===== src/rtl/instr_loader.sv =====
`default_nettype none
// ============================================================================
// Module   : instr_loader
// Brief    : Packs decoded Op/I/L instruction fields into 32-bit words and
//            writes them sequentially into instruction memory.
// Revision : 1.0 - initial release
// ============================================================================
module instr_loader #(
    parameter int ADDR_W = 6,
    parameter int DEPTH  = 64,
    parameter int BASE   = 0
) (
    input  logic              clk,
    input  logic              rst,
    input  logic              start,
    input  logic              finish,
    input  logic              in_valid,
    output logic              in_ready,
    input  logic [3:0]        cond,
    input  logic [1:0]        op,
    input  logic              i_bit,
    input  logic              l_bit,
    input  logic [3:0]        cmd,
    input  logic              s_bit,
    input  logic [3:0]        rn,
    input  logic [3:0]        rd,
    input  logic [11:0]       src2,
    input  logic [23:0]       imm24,
    output logic              mem_we,
    output logic [ADDR_W-1:0] mem_addr,
    output logic [31:0]       mem_wdata,
    output logic [ADDR_W:0]   word_count,
    output logic              busy,
    output logic              full,
    output logic              done,
    output logic              err
);

    localparam logic [ADDR_W-1:0] BASE_C  = ADDR_W'(BASE);
    localparam logic [ADDR_W:0]   DEPTH_C = (ADDR_W+1)'(DEPTH);

    typedef enum logic [1:0] {
        S_IDLE   = 2'd0,
        S_ACCEPT = 2'd1,
        S_WRITE  = 2'd2,
        S_DONE   = 2'd3
    } state_t;

    state_t            state_q, state_d;
    logic [31:0]       word_q, word_d;
    logic [ADDR_W:0]   count_q, count_d;
    logic              err_q, err_d;
    logic              fin_q, fin_d;

    logic [31:0]       enc_word;
    logic              op_legal;
    logic              handshake;

    // Field packing; memory ops are always pre-indexed, up, word, no write-back.
    always_comb begin
        enc_word = 32'h0;
        case (op)
            2'b00:   enc_word = {cond, 2'b00, i_bit, cmd, s_bit, rn, rd, src2};
            2'b01:   enc_word = {cond, 2'b01, i_bit, 1'b1, 1'b1, 1'b0, 1'b0,
                                 l_bit, rn, rd, src2};
            2'b10:   enc_word = {cond, 2'b10, 2'b10, imm24};
            default: enc_word = 32'h0;
        endcase
    end

    assign op_legal   = (op != 2'b11);
    assign full       = (count_q == DEPTH_C);
    assign in_ready   = (state_q == S_ACCEPT) && !full;
    assign handshake  = in_valid && in_ready;

    assign mem_we     = (state_q == S_WRITE);
    assign mem_addr   = BASE_C + count_q[ADDR_W-1:0];
    assign mem_wdata  = mem_we ? word_q : 32'h0;
    assign word_count = count_q;
    assign busy       = (state_q == S_ACCEPT) || (state_q == S_WRITE);
    assign done       = (state_q == S_DONE);
    assign err        = err_q;

    always_comb begin
        state_d = state_q;
        word_d  = word_q;
        count_d = count_q;
        err_d   = err_q;
        fin_d   = fin_q;
        case (state_q)
            S_IDLE: begin
                if (start) begin
                    state_d = S_ACCEPT;
                    count_d = '0;
                    err_d   = 1'b0;
                    fin_d   = 1'b0;
                end
            end
            S_ACCEPT: begin
                if (start) begin
                    count_d = '0;
                    err_d   = 1'b0;
                    fin_d   = 1'b0;
                end
                // A bundle accepted alongside start becomes the first word of the new load.
                if (handshake) begin
                    if (op_legal) begin
                        word_d  = enc_word;
                        state_d = S_WRITE;
                        fin_d   = finish && !start;
                    end else begin
                        err_d = 1'b1;
                        if (finish && !start) begin
                            state_d = S_DONE;
                        end
                    end
                end else if (finish && !start) begin
                    state_d = S_DONE;
                end
            end
            S_WRITE: begin
                count_d = count_q + 1'b1;
                fin_d   = 1'b0;
                if (start) begin
                    state_d = S_ACCEPT;
                    count_d = '0;
                    err_d   = 1'b0;
                end else if (fin_q || finish) begin
                    state_d = S_DONE;
                end else begin
                    state_d = S_ACCEPT;
                end
            end
            S_DONE: begin
                if (start) begin
                    state_d = S_ACCEPT;
                    count_d = '0;
                    err_d   = 1'b0;
                    fin_d   = 1'b0;
                end
            end
            default: state_d = S_IDLE;
        endcase
    end

    always_ff @(posedge clk) begin
        if (rst) begin
            state_q <= S_IDLE;
            word_q  <= 32'h0;
            count_q <= '0;
            err_q   <= 1'b0;
            fin_q   <= 1'b0;
        end else begin
            state_q <= state_d;
            word_q  <= word_d;
            count_q <= count_d;
            err_q   <= err_d;
            fin_q   <= fin_d;
        end
    end

endmodule
`default_nettype wire


===== config.mk =====
export PLATFORM = sky130hd
export DESIGN_NAME = instr_loader
export DESIGN_NICKNAME = d
export VERILOG_FILES = /design/src/rtl/instr_loader.sv
export SDC_FILE = /design/constraint.sdc
export NUM_CORES = 1
export LEC_CHECK = 0
export ABC_CLOCK_PERIOD_IN_PS = 3700
export CAP_MARGIN = 0
export CORE_MARGIN = 2
export CORE_UTILIZATION = 45
export CTS_CLUSTER_DIAMETER = 60
export DETAILED_ROUTE_END_ITERATION = 16
export PLACE_DENSITY = 0.95
export SLEW_MARGIN = 0
export SYNTH_ARGS = -nofsm -noshare
export SYNTH_HDL_FRONTEND = slang
export SYNTH_SLANG_ARGS = --single-unit

===== constraint.sdc =====
create_clock -name clk -period 3.7 [get_ports clk]
set_input_delay 0.925 -clock clk [delete_from_list [all_inputs] [get_ports clk]]
set_output_delay 0.925 -clock clk [all_outputs]
set_load 0.02 [all_outputs]

Word-level counts from Yosys, hierarchy flattened --
Cells that the tools add are included.
Word-level totals: register bits after elaboration 43, bits of input ports 62, output and inout port bits 51, logic and storage cells 48
Cells by class: $add $sub $neg 1, eq/ne operators 9, muxes and demuxes 20, reductions and logical operators 13
Operators with widths (number):
- case mux 32 bit (3 select lines) | 1
- two-way mux 32 bit | 1
- two-way mux 7 bit | 2
- case mux 7 bit (2 select lines) | 1
- two-way mux 2 bit | 6
- adder 7 x 1 -> 7 bit (second input constant) | 1
- == test 7 bit (second input constant) | 1
- == test 2 bit (second input constant) | 3
- two-way mux 1 bit | 6
- case mux 2 bit (3 select lines) | 1
- OR reduction 3 bit | 2
- == test 2 x 1 -> 1 bit (second input constant) | 2
- zero test 2 bit | 2
- != test 2 x 1 -> 1 bit (second input constant) | 2
- logical AND 1 bit | 3
- case mux 1 bit (3 select lines) | 1
- AND reduction 3 bit | 1
- zero test 1 bit | 2
- logical OR 1 bit | 2
- != test 2 bit (second input constant) | 1
- case mux 1 bit (2 select lines) | 1
- OR reduction 2 bit | 1

Logic depth before layout (Yosys ltp) --
Gate-level depths: netlist of the first run.
word-level depth 6, gate-level depth with buffers 7, gate-level depth less buffers 5

Least setup slack after synthesis of the first run --
OpenSTA, ideal clock, no wires.
kind register to output, from register count_q[2] (netlist: word_count[2]), to output in_ready, arrival 1.538 ns, data required time 2.775 ns, path slack 1.237 ns, cell stages (with the launch flop) 4, path buffers 0, cells stage by stage dfxtp_1 -> or4_4 -> nor2_1 -> nor2_1
On the way: longest elaborated chain between the ends 3
RTL lines:
- start, declared | line 51 | logic [ADDR_W:0] count_q, count_d;
- start signal, assigned | line 156 | count_q <= count_d;
- == test 7 bit | line 72 | assign full = (count_q == DEPTH_C);
- named net full | line 34 | output logic full,
- zero test 1 bit | line 73 | assign in_ready = (state_q == S_ACCEPT) && !full;
- logical AND 1 bit | line 73
- end, declared | line 18 | output logic in_ready,
The timed path passes the listed nets, and every way through them passes these cells.

Final worst setup path of the first run --
from register state_q[0], to output mem_wdata[7]
On the way: longest elaborated chain between the ends 2
RTL lines:
- start, declared | line 49 | state_t state_q, state_d;
- start signal, assigned | line 154 | state_q <= state_d;
- == test 2 bit | line 76 | assign mem_we = (state_q == S_WRITE);
- two-way mux 32 bit | line 78 | assign mem_wdata = mem_we ? word_q : 32'h0;
- end, declared | line 31 | output logic [31:0] mem_wdata,
Every way passes these cells.

==> flow_metrics.py, run 1 <==
metrics = {
    "setup_path": {
        "cp-end-kind": "output port",
        "critical_path_class": "flip-flop to output port",
        "critPathRequiredTime_ns": 2.77,
        "cp-start-kind": "flip-flop",
        "crit_fanout": 32,
        "reg2reg_slack_ns": 1.54,
        "arrival_ns": 2.19,
    },
    "detailed_routing": {
        "antenna_left": 0,
        "wl_mm": 6.98,
        "via_count": 2453,
        "vias_per_cell": 5.36,
        "wl_per_cell_um": 15.2,
        "first_pass_iters": 4,
        "drt_iter0_drc": 111,
        "drc_errors": 0,
    },
    "cells_and_area": {
        "num_antenna_cells": 0,
        "nFillCells": 404,
        "drive_above_1_share_pct": 5.41,
        "final_area_um2": 3640,
        "num-nets-final": 455,
        "syn2layout_area_growth_pct": 50.3,
        "fin_util_pct": 70.9,
    },
    "power_and_ir_drop": {
        "p_leak_nw": 1.33,
        "power.density_nw_per_um2": 330,
        "ir_drop_v": 0.000180,
    },
    "global_routing": {
        "antenna_found_initial": 0,
        "grt_pass1_wl_mm": 11.0,
        "grt_pass1_vias": 2323,
        "grt.overflow.total": 0,
        "track_usage_pct": 22.7,
        "grt_max_degree": 33,
    },
    "synth": {
        "avgSynthCellArea_um2": 8.39,
        "ys_seq_elements": 43,
        "yosysSeqAreaShare_pct": 35.5,
        "synth_area_um2": 2420,
        "netlist_top_cells_area": "dfxtp_1 36%, and2_1 8.5%, o32ai_1 7.6%",
        "synth_cells": 289,
        "synth.top_cell.area_share_pct": 35.5,
        "ys_types": 39,
        "synth_flop_cell": "dfxtp_1",
        "yosysMostFrequentCell": "dfxtp_1",
        "synth_warnings": 0,
        "synth_top_area_cell": "dfxtp_1",
        "synthArstFlopShare_pct": 0,
        "synth_edf_count": 0,
        "synth_nets": 357,
        "synth_commonest_cells": "43 x dfxtp_1, 39 x nand2_1, 33 x and2_1",
    },
    "cts": {
        "cts-root-buf": "clkbuf_8",
        "clockBufferDepth": 2,
        "cts-hold-fix-buffers": 0,
        "htreeDepth": 2,
        "cts_made_buffers": 5,
        "clkLatencyLatePin_ns": 0.29,
        "clk_pin_slew_ns": 0.08,
        "cts.sink_count": 43,
        "cts_tree": "yes",
        "post_cts_buffers": 0,
        "cts_resized": 0,
    },
    "timing": {
        "min_period_ns": 3.12,
        "rsz0062_at_grt": "no",
        "fin_tns_setup_ns": 0,
        "worstMarginPinSlew_ns": 0.802,
        "finalSetupViolCount": 0,
        "maxSlewViolCount": 0,
        "hold_viol": 0,
        "fin_crit_sh_pct": 84.3,
        "finClkSkew_ns": 0.00313,
        "fmaxAchievable_mhz": 321,
        "relSlewSlack_pct": 46.5,
    },
    "place": {
        "dp_hpwl_mm": 5.18,
        "placed_area_um2": 3540,
        "gp_congestion": 0.848,
        "portBuffers": 112,
    },
    "floorplan": {
        "coreArea_um2": 5140,
        "row_count": 26,
        "fp.dieH_um": 77.4,
        "die_x_um": 77.4,
        "initial_core_util_pct": 47.2,
        "dieArea_um2": 5990,
        "io_pins": 113,
    },
    "worst_hold_path": {
        "min_path_type": "flip-flop to flip-flop",
    },
    "flow_run": {
        "cap_violations": 0,
    },
    "status": {
        "status": "complete, no violations",
    },
}
metrics by stage:
step,std cells,setup slack [ns],power [mW],hold slack [ns]
floorplan,289,1.24,0.733,0.430
global placement,450,0.955,0.872,0.441
detailed placement,450,0.882,0.883,0.452
CTS,458,0.591,1.20,0.464
global route,458,0.448,1.26,0.487
finish,458,0.581,1.20,0.463
layer usage:
metal / vias to the layer above / routed length (um) / track usage (%)
li1: 1193 / - / -
met1: 1148 / 2880 / 28.2
met2: 97 / 3500 / 38.1
met3: 15 / 433 / 5.70
met4: 0 / 166 / 8.39
met5: - / 0 / 0
logic make-up after synthesis:
family | share of synthesized area (%)
compound gates | 21.1
fa+ha+maj | 3.10
simple gates | 26.4
mux | 5.01
flops | 35.5
buf+inv | 7.53
xor+xnor | 1.45
placed cells by master, fill, tap and decap left out, types with 3 or more instances in the layout:
master / synthesis / final
nor2b_1: 22 / 22
o21ai_0: 4 / 4
mux2i_1: 11 / 11
buf_4: 8 / 7
clkdlybuf4s50_1: 0 / 112
o32ai_1: 21 / 21
and2_1: 33 / 33
nand3b_1: 3 / 3
a21oi_1: 24 / 24
inv_1: 10 / 10
clkbuf_8: 0 / 7
xor2_1: 3 / 3
ha_1: 6 / 6
nor2_1: 9 / 9
dfxtp_1: 43 / 43
or3_1: 4 / 4
a211oi_1: 3 / 3
nand2_1: 39 / 39
worst max-delay path: stages (launching register included):
cell and delay (ns):
dfxtp_1 0.37, inv_1 0.08, ha_1 0.32, buf_4 0.33
and2_1 0.17, clkdlybuf4s50_1 0.62
state kept, by name, indices dropped and copies added, names as in the netlist:
signal / count
err: 1
word_count: 7
state_q: 2
word_q: 32
fin_q: 1
where the power goes:
group	internal [mW]	switching (mW)
Sequential	0.496	0.0226
Combinational	0.173	0.185
Clock	0.170	0.155
path summary, 6_finish.rpt:
check / startpoint / to / cells after the start
setup / recovery: state_q[0]$_SDFFE_PP0P_ / mem_wdata[7] / 5
hold / removal: word_q[31]$_SDFFE_PP0P_ / word_q[31]$_SDFFE_PP0P_ / 2
setup reg to reg: state_q[1]$_SDFFE_PP0P_ / word_q[10]$_SDFFE_PP0P_ / 6
hold reg to reg: word_q[31]$_SDFFE_PP0P_ / word_q[31]$_SDFFE_PP0P_ / 2
layout make-up:
type | instances | area, um2 | area share [%]
timing repair buffer | 119 | 1170 | 32.2
multi-input combinational | 207 | 1380 | 37.9
inverter | 11 | 41.3 | 1.13
clock buffer | 8 | 100 | 2.75
tap | 70 | 87.6 | 2.40
sequential | 43 | 861 | 23.6
Power figures use the tool's default switching activity.
==> run 2, diff against run 1 <==
--- a/config.mk
+++ b/config.mk
@@ -5,13 +5,13 @@
 export SDC_FILE = /design/constraint.sdc
 export NUM_CORES = 1
 export LEC_CHECK = 0
-export ABC_CLOCK_PERIOD_IN_PS = 3700
+export ABC_CLOCK_PERIOD_IN_PS = 2900
 export CAP_MARGIN = 0
 export CORE_MARGIN = 2
-export CORE_UTILIZATION = 45
+export CORE_UTILIZATION = 41
 export CTS_CLUSTER_DIAMETER = 60
 export DETAILED_ROUTE_END_ITERATION = 16
-export PLACE_DENSITY = 0.95
+export PLACE_DENSITY = 0.88
 export SLEW_MARGIN = 0
 export SYNTH_ARGS = -nofsm -noshare
 export SYNTH_HDL_FRONTEND = slang
==> constraint.sdc (replaced) <==
create_clock -name clk -period 2.9 [get_ports clk]
set_input_delay 0.725 -clock clk [delete_from_list [all_inputs] [get_ports clk]]
set_output_delay 0.725 -clock clk [all_outputs]
set_load 0.02 [all_outputs]
==> run 2 against run 1 <==
Against the previous run: final area up 1.5%; clock power rose by 43%; combinational power up 29%; largest cell class unchanged; worst hold slack improved by 0.00068 ns; first-iteration DRC count down 20%; clock skew is 0.0041 ns higher; final cell count is 2.0% higher; highest routed layer unchanged; critical path depth decreased by 1; via count decreased by 0.69%; register-to-register slack worse by 0.76 ns; flip-flop and latch count unchanged; largest power group unchanged.
==> flow_metrics.py, run 2 (synthesis gave the netlist of run 1 again) <==
metrics = {
    "cts": {
        "cts_made_buffers": 5,
        "cts-hold-fix-buffers": 0,
        "post_cts_buffers": 0,
        "cts-root-buf": "clkbuf_8",
        "clockBufferDepth": 2,
        "clk_pin_slew_ns": 0.08,
        "htreeDepth": 2,
        "clkLatencyLatePin_ns": 0.30,
        "cts_resized": 0,
        "cts.sink_count": 43,
        "cts_tree": "yes",
    },
    "worst_hold_path": {
        "min_path_type": "flip-flop to flip-flop",
        "min_path_cells": 2,
        "worst_hold_path.endpoint": "word_q[22]$_SDFFE_PP0P_",
        "min-delay-start": "word_q[22]$_SDFFE_PP0P_",
    },
    "cells_and_area": {
        "mostFrequentLayoutCells": "111 x clkdlybuf4s50_1, 43 x dfxtp_1, 39 x nand2_1",
        "final_area_um2": 3700,
        "syn2layout_area_growth_pct": 52.5,
        "top_register": "word_q",
        "drive_above_1_share_pct": 6.89,
        "fin_util_pct": 63.6,
        "num_antenna_cells": 0,
        "mostFrequentLayoutCell": "clkdlybuf4s50_1",
        "largest_reg_flops": 32,
        "num-nets-final": 459,
    },
    "power_and_ir_drop": {
        "power.density_nw_per_um2": 429,
        "clockPowerShare_pct": 29.3,
        "p_sw_share_pct": 29.7,
        "p_leak_nw": 1.37,
        "p_sw_mw": 0.471,
        "power.internal_mw": 1.12,
        "seq_power_share_pct": 41.5,
        "ir_drop_v": 0.000248,
        "p_total_mw": 1.59,
        "combPwrFrac_pct": 29.1,
    },
    "setup_path": {
        "rr_worst_depth": 3,
        "crit_fanout": 7,
        "cp-start-kind": "flip-flop",
        "max_stage_delay_ns": 0.60,
        "reg2reg_slack_ns": 0.78,
        "r2r_start": "word_count[2]$_SDFFE_PP0P_",
        "arrival_ns": 2.04,
        "crit_path_frequent_cell": "nor2_1",
        "r2r_end": "word_q[26]$_SDFFE_PP0P_",
        "crit_path_cell_trace": "or4_4, nor2_1, nor2_1, clkdlybuf4s50_1",
        "critPathRequiredTime_ns": 2.17,
        "critical_path_class": "flip-flop to output port",
        "slowest_stage": "or4_4",
        "cp-end-kind": "output port",
    },
    "timing": {
        "rsz0062_at_grt": "no",
        "min_period_ns": 2.77,
        "hold_viol": 0,
        "fin_crit_sh_pct": 95.4,
        "layout_setup_ws_ns": 0.133,
        "worstMarginPinSlew_ns": 0.857,
        "maxSlewViolCount": 0,
        "relSlewSlack_pct": 42.8,
        "finalSetupViolCount": 0,
        "fin_tns_setup_ns": 0,
        "finClkSkew_ns": 0.00721,
        "fmaxAchievable_mhz": 361,
    },
    "floorplan": {
        "initial_core_util_pct": 41.7,
        "die_x_um": 80.9,
        "fp.dieH_um": 80.9,
        "dieArea_um2": 6550,
        "row_count": 28,
        "coreArea_um2": 5820,
        "io_pins": 113,
    },
    "global_routing": {
        "antenna_found_initial": 0,
        "grt_pass1_wl_mm": 10.9,
        "grt_max_degree": 35,
        "grt.overflow.total": 0,
        "grt_pass1_vias": 2295,
        "track_usage_pct": 21.3,
    },
    "place": {
        "dp_hpwl_mm": 5.26,
        "placed_area_um2": 3580,
        "gp_congestion": 0.857,
        "place_ws_ns": 0.389,
        "portBuffers": 112,
    },
    "detailed_routing": {
        "wl_mm": 7.02,
        "wl_met1_mm": 2.91,
        "via_count": 2436,
        "top_layer": "met4",
        "met2_length_mm": 3.59,
        "antenna_left": 0,
        "drc_errors": 0,
        "vias_per_cell": 5.22,
        "drt_iter0_drc": 89,
        "first_pass_iters": 4,
        "wl_per_cell_um": 15.0,
        "wl_met3_um": 436,
    },
    "status": {
        "status": "complete, no violations",
    },
    "flow_run": {
        "cap_violations": 0,
    },
}
-- run 2: layer usage --
metal	global-route usage (%)	vias to the layer above
met4	6.27	0
met1	25.1	1150
met5	0	-
met2	37.8	74
met3	5.67	6
li1	-	1206
-- run 2: power by group through the flow --
| stage | Combinational [mW] | Sequential [mW] | Clock [mW] |
|---|---|---|---|
| finish | 0.462 | 0.659 | 0.466 |
| global route | 0.503 | 0.665 | 0.500 |
| CTS | 0.466 | 0.659 | 0.472 |
| detailed placement | 0.464 | 0.672 | 0 |
| global placement | 0.454 | 0.669 | 0 |
| floorplan | 0.268 | 0.667 | 0 |
-- run 2: final cells by class --
| type | instances | area [um2] |
|---|---|---|
| Clock buffer | 5 | 68.8 |
| Clock inverter | 3 | 43.8 |
| Fill cell | 537 | 2120 |
| Inverter | 11 | 41.3 |
| Multi-Input combinational cell | 207 | 1380 |
| Sequential cell | 43 | 861 |
| Tap cell | 75 | 93.8 |
| Timing Repair Buffer | 123 | 1210 |
-- run 2: per-stage QoR --
stage	hold slack (ns)	cells
floorplan	0.430	289
global placement	0.438	459
CTS	0.469	467
detailed placement	0.458	459
global route	0.492	467
finish	0.463	467
-- run 2: worst max-delay path by stage --
stage	from	end	cells after the start
after CTS	word_count[2]$_SDFFE_PP0P_	full	3
after floorplan	word_count[2]$_SDFFE_PP0P_	in_ready	3
final	word_count[2]$_SDFFE_PP0P_	in_ready	4
after global placement	word_count[2]$_SDFFE_PP0P_	full	3
after global routing	word_count[2]$_SDFFE_PP0P_	in_ready	4
after detailed placement	word_count[2]$_SDFFE_PP0P_	full	3
-- run 2: critical path: cells and delay by family, from the launching register on --
kind	cells	cell delay, ns
buffers and inverters	1	0.53
DFF	1	0.39
and+or+nand+nor	3	0.84
